<file path="config.mk">
export PLATFORM = sky130hd
export DESIGN_NAME = alu_muldiv
export DESIGN_NICKNAME = d
export VERILOG_FILES = /design/src/rtl/alu_muldiv.sv
export SDC_FILE = /design/constraint.sdc
export NUM_CORES = 1
export LEC_CHECK = 0
export ABC_AREA = 1
export ABC_CLOCK_PERIOD_IN_PS = 6300
export CORE_MARGIN = 3
export CORE_UTILIZATION = 60
export CTS_BUF_LIST = sky130_fd_sc_hd__clkbuf_8
export DETAILED_ROUTE_END_ITERATION = 8
export GPL_TIMING_DRIVEN = 1
export PLACE_DENSITY_LB_ADDON = 0.2
export SETUP_SLACK_MARGIN = 0.5
export SYNTH_ARGS = -nofsm -noshare
export SYNTH_HDL_FRONTEND = slang
export SYNTH_SLANG_ARGS = --single-unit
</file>
<file path="constraint.sdc">
create_clock -name clk -period 6.3 [get_ports clk]
set_input_delay 0.63 -clock clk [delete_from_list [all_inputs] [get_ports clk]]
set_output_delay 0.63 -clock clk [all_outputs]
set_load 0.02 [all_outputs]
</file>
<file path="src/rtl/alu_muldiv.sv">
// Iterative signed multiply / divide unit: one shift-add or restoring
// shift-subtract step per clock on operand magnitudes, sign fix-up at the end.
module alu_muldiv #(
    parameter int REG_DATA_WIDTH = 16
) (
    input  logic                      clk,
    input  logic                      rst,
    input  logic                      start,
    input  logic                      op,
    input  logic [REG_DATA_WIDTH-1:0] operand_a,
    input  logic [REG_DATA_WIDTH-1:0] operand_b,
    output logic                      busy,
    output logic                      done,
    output logic [REG_DATA_WIDTH-1:0] result_hi,
    output logic [REG_DATA_WIDTH-1:0] result_lo,
    output logic                      div_by_zero
);
    localparam int W     = REG_DATA_WIDTH;
    localparam int CNT_W = (W > 2) ? $clog2(W) : 1;
    localparam logic [CNT_W-1:0] LAST_STEP = CNT_W'(W - 1);

    typedef enum logic [1:0] {IDLE, CALC, FIX, DONE} state_t;

    state_t           state;
    logic             op_reg;
    logic [W-1:0]     a_reg;
    logic [W-1:0]     mag_b;
    logic             neg_res;
    logic             neg_rem;
    logic             b_zero;
    logic [CNT_W-1:0] count;
    logic [W-1:0]     hi_reg;
    logic [W-1:0]     lo_reg;

    logic [W-1:0]     mag_a_in;
    logic [W-1:0]     mag_b_in;
    logic [W:0]       mul_sum;
    logic [W:0]       div_shift;
    logic [W:0]       div_diff;
    logic             div_ok;
    logic [W-1:0]     step_hi;
    logic [W-1:0]     step_lo;
    logic [2*W-1:0]   prod_fix;
    logic [W-1:0]     quot_fix;
    logic [W-1:0]     rem_fix;
    logic [W-1:0]     fix_hi;
    logic [W-1:0]     fix_lo;

    always_comb begin
        // Negating the most-negative value yields 2^(W-1), exact as unsigned.
        mag_a_in  = operand_a[W-1] ? -operand_a : operand_a;
        mag_b_in  = operand_b[W-1] ? -operand_b : operand_b;

        mul_sum   = {1'b0, hi_reg} + (lo_reg[0] ? {1'b0, mag_b} : {(W+1){1'b0}});
        div_shift = {hi_reg, lo_reg[W-1]};
        div_diff  = div_shift - {1'b0, mag_b};
        div_ok    = ~div_diff[W];

        if (op_reg) begin
            step_hi = div_ok ? div_diff[W-1:0] : div_shift[W-1:0];
            step_lo = {lo_reg[W-2:0], div_ok};
        end else begin
            step_hi = mul_sum[W:1];
            step_lo = {mul_sum[0], lo_reg[W-1:1]};
        end

        prod_fix = neg_res ? -{hi_reg, lo_reg} : {hi_reg, lo_reg};
        quot_fix = neg_res ? -lo_reg : lo_reg;
        rem_fix  = neg_rem ? -hi_reg : hi_reg;

        if (!op_reg) begin
            fix_hi = prod_fix[2*W-1:W];
            fix_lo = prod_fix[W-1:0];
        end else if (b_zero) begin
            fix_hi = a_reg;
            fix_lo = {W{1'b1}};
        end else begin
            fix_hi = rem_fix;
            fix_lo = quot_fix;
        end
    end

    always_ff @(posedge clk or negedge rst) begin
        if (!rst) begin
            state       <= IDLE;
            op_reg      <= 1'b0;
            a_reg       <= '0;
            mag_b       <= '0;
            neg_res     <= 1'b0;
            neg_rem     <= 1'b0;
            b_zero      <= 1'b0;
            count       <= '0;
            hi_reg      <= '0;
            lo_reg      <= '0;
            busy        <= 1'b0;
            done        <= 1'b0;
            result_hi   <= '0;
            result_lo   <= '0;
            div_by_zero <= 1'b0;
        end else begin
            case (state)
                IDLE: begin
                    if (start) begin
                        op_reg  <= op;
                        a_reg   <= operand_a;
                        mag_b   <= mag_b_in;
                        neg_res <= operand_a[W-1] ^ operand_b[W-1];
                        neg_rem <= operand_a[W-1];
                        b_zero  <= (operand_b == '0);
                        count   <= '0;
                        hi_reg  <= '0;
                        lo_reg  <= mag_a_in;
                        busy    <= 1'b1;
                        state   <= CALC;
                    end
                end
                CALC: begin
                    hi_reg <= step_hi;
                    lo_reg <= step_lo;
                    count  <= count + 1'b1;
                    if (count == LAST_STEP) begin
                        state <= FIX;
                    end
                end
                FIX: begin
                    result_hi   <= fix_hi;
                    result_lo   <= fix_lo;
                    div_by_zero <= op_reg & b_zero;
                    busy        <= 1'b0;
                    done        <= 1'b1;
                    state       <= DONE;
                end
                DONE: begin
                    done  <= 1'b0;
                    state <= IDLE;
                end
                default: begin
                    busy  <= 1'b0;
                    done  <= 1'b0;
                    state <= IDLE;
                end
            endcase
        end
    end
endmodule

</file>
==> reports/metrics.cfg <==
[cts]
clockRootBuffer=clkbuf_8
cts_resized=0
clock_sinks=108
cts_tree=built
holdBufCountCts=0
postCtsSetupRepairBufs=0
numCtsBuffers=9
cts.htree.levels=3
clkTransAtPathRegs_ps=140
clockBufferDepth=2
clk-insertion-delay-late_ps=410

[power]
combPwrFrac_pct=66.8
power_frac_clock_pct=7.7
worst_ir_drop_vdd_uv=468
power.density_nw_per_um2=572
power.share.sequential_pct=25.5
p_int_uw=2500
sw_frac_of_total_pct=56.0
leakage_uw=0.00511
power_switching_uw=3180

[synth]
synth_edf_count=0
synth.net_count=1497
synthArstFlopShare_pct=100
synth_ff_type=dfrtp_1
seq_area_frac_synth_pct=30.0
synth.avg_cell_area_um2=6.35
synthTopCellsByArea=dfrtp_1 (30%), nand2_1 (16%), nand3_1 (8.4%)
ys_ff_latch=108
synth_top_area_share_pct=30.0
synth_area_um2=9010
synthCells=1418
synth_cell_type_count=47
yosysTopAreaCell=dfrtp_1
yosysWarningCount=0

[cells_and_area]
final_cell_mix=nand2_1 (377), inv_1 (194), nor2_1 (153), nand3_1 (151), dfrtp_1 (108)
antenna_cells=0
final_cell_area_um2=9930
multi_input_area_um2=5290
layout-drive-gt1-share_pct=4.60
final_nets=1531
regArea_um2=2700
syn_to_final_growth_pct=10.2
finalCoreUtilization_pct=68.1
layout_commonest_cell=nand2_1
fillers=1375

[setup_path]
critPathMaxStageDelay_ps=1040
end_kind=register
path_buf_inv=3
cpLargestDelayFamily=buffers and inverters
cp_max_fo=31
path_cells=inv_1 > ha_1 > inv_1 > o21ai_2 > clkinv_1 > o31a_1
critical_path.slowest_cell=o21ai_2
cp.arrival_ps=4340
worstSetupPathType=reg -> reg
cp-start-kind=register
crit_path_frequent_cell=inv_1
cp.required_ps=6590

[die]
start_util_pct=61.8
rows=44
die_height_um=129
die_area_um2=16500
ioPinCount=71
core_area_um2=14600
fp.dieW_um=129

[detailed_routing]
drc=0
drtPass1Iterations=6
wl_per_cell_um=16.3
ant_nets=0
num_vias=9389
drt_wl_total_um=26700
routed_via_density=5.72
first_iter_violations=1207

[grt]
grt_use_total_pct=32.4
grt_pass1_wl_um=42600
antenna_found_initial=0
grt_pass1_vias=8300
use_met3_pct=7.14
grt_max_degree=83
grt-busiest-layer=met1
overflow=0
grt_use_met2_pct=47.0
use_met1_pct=49.3

[sta]
period_share_pct=64.3
min_period_ps=4050
finClkSkew_ps=25.5
setup-violations-final=0
clock.fmax_ghz=0.247
max_slew_margin_pct=25.8
hold_violations=0
worst_slew_pin_slew_ps=1110
drv_slew=0
setup_slack_ps=2250
rsz0062_at_grt=false
finalSetupTns_ps=0

[placed_design]
place_area_um2=9740
dp_hpwl_um=20300
post-place-ws_ps=2440
globalplace.congestion=0.985
port_buffers=70

[run]
maxCapViolations=0

[worst_hold_path]
hold_class=in -> async

[outcome]
status=finished, final reports clean

## cells in the mapped netlist (8+ instances only)
cell      number
nand2_1      377
inv_1        194
nor2_1       153
nand3_1      151
dfrtp_1      108
o21ai_0      103
a21oi_1       82
ha_1          41
clkbuf_1      28
a31oi_1       20
xor2_1        17
nand4_1       15
nand2_2       13
buf_2         11
nor3_1        10
nand3_2        9
buf_1          8
xnor2_1        8
## cells by family after synthesis
logic type / after synthesis / share of synthesized area, %
and+or+nand+nor: 750 / 36.1
buffers and inverters: 258 / 11.3
AOI/OAI and AO/OA: 234 / 14.1
DFF: 108 / 30.0
adders and majority gates: 43 / 6.14
xor gates and xnor gates: 25 / 2.43
## per-layer routing
layer  routed length [um]  up-vias
met2                11300      427
met1                12500     4288
met4                  467        0
met5                    0        -
li1                     -     4627
met3                 2460       47
## power groups by stage
| stage | registers [uW] | clock network (uW) | logic (uW) |
|---|---|---|---|
| final | 1450 | 437 | 3800 |
| after global routing | 1480 | 456 | 4280 |
| after CTS | 1430 | 434 | 3740 |
| after detailed placement | 1440 | 0 | 3730 |
| after global placement | 1440 | 0 | 3670 |
| after floorplan | 1370 | 0 | 2740 |
## final cells by class
cell class | count | share of cell area (%)
inverters | 205 | 7.75
flip-flops and latches | 108 | 27.2
well taps | 184 | 2.32
clock inverters | 7 | 0.668
clock buffers | 9 | 1.25
repair buffers | 76 | 7.48
multi-input cells | 1052 | 53.3
## final timing paths
path,from,to,slack [ps],cells after the start
max,state[1]$_DFFE_PN0P_,lo_reg[15]$_DFFE_PN0P_,2250,6
min,rst,result_lo[3]$_DFFE_PN0P_,110,1
max reg2reg,state[1]$_DFFE_PN0P_,lo_reg[15]$_DFFE_PN0P_,2250,6
min reg2reg,result_hi[11]$_DFFE_PN0P_,result_hi[11]$_DFFE_PN0P_,500,2
max in group asynchronous,rst,mag_b[9]$_DFFE_PN0P_,4810,2
min in group clk,result_hi[11]$_DFFE_PN0P_,result_hi[11]$_DFFE_PN0P_,500,2
## per-stage QoR
step                      cells  power, uW  hold slack (ps)
after global placement     1625       5100              462
after detailed placement   1625       5170              470
final                      1641       5680              105
after CTS                  1641       5610              121
after floorplan            1418       4110              334
after global routing       1641       6210              132
(Power assumes the default switching activity.)
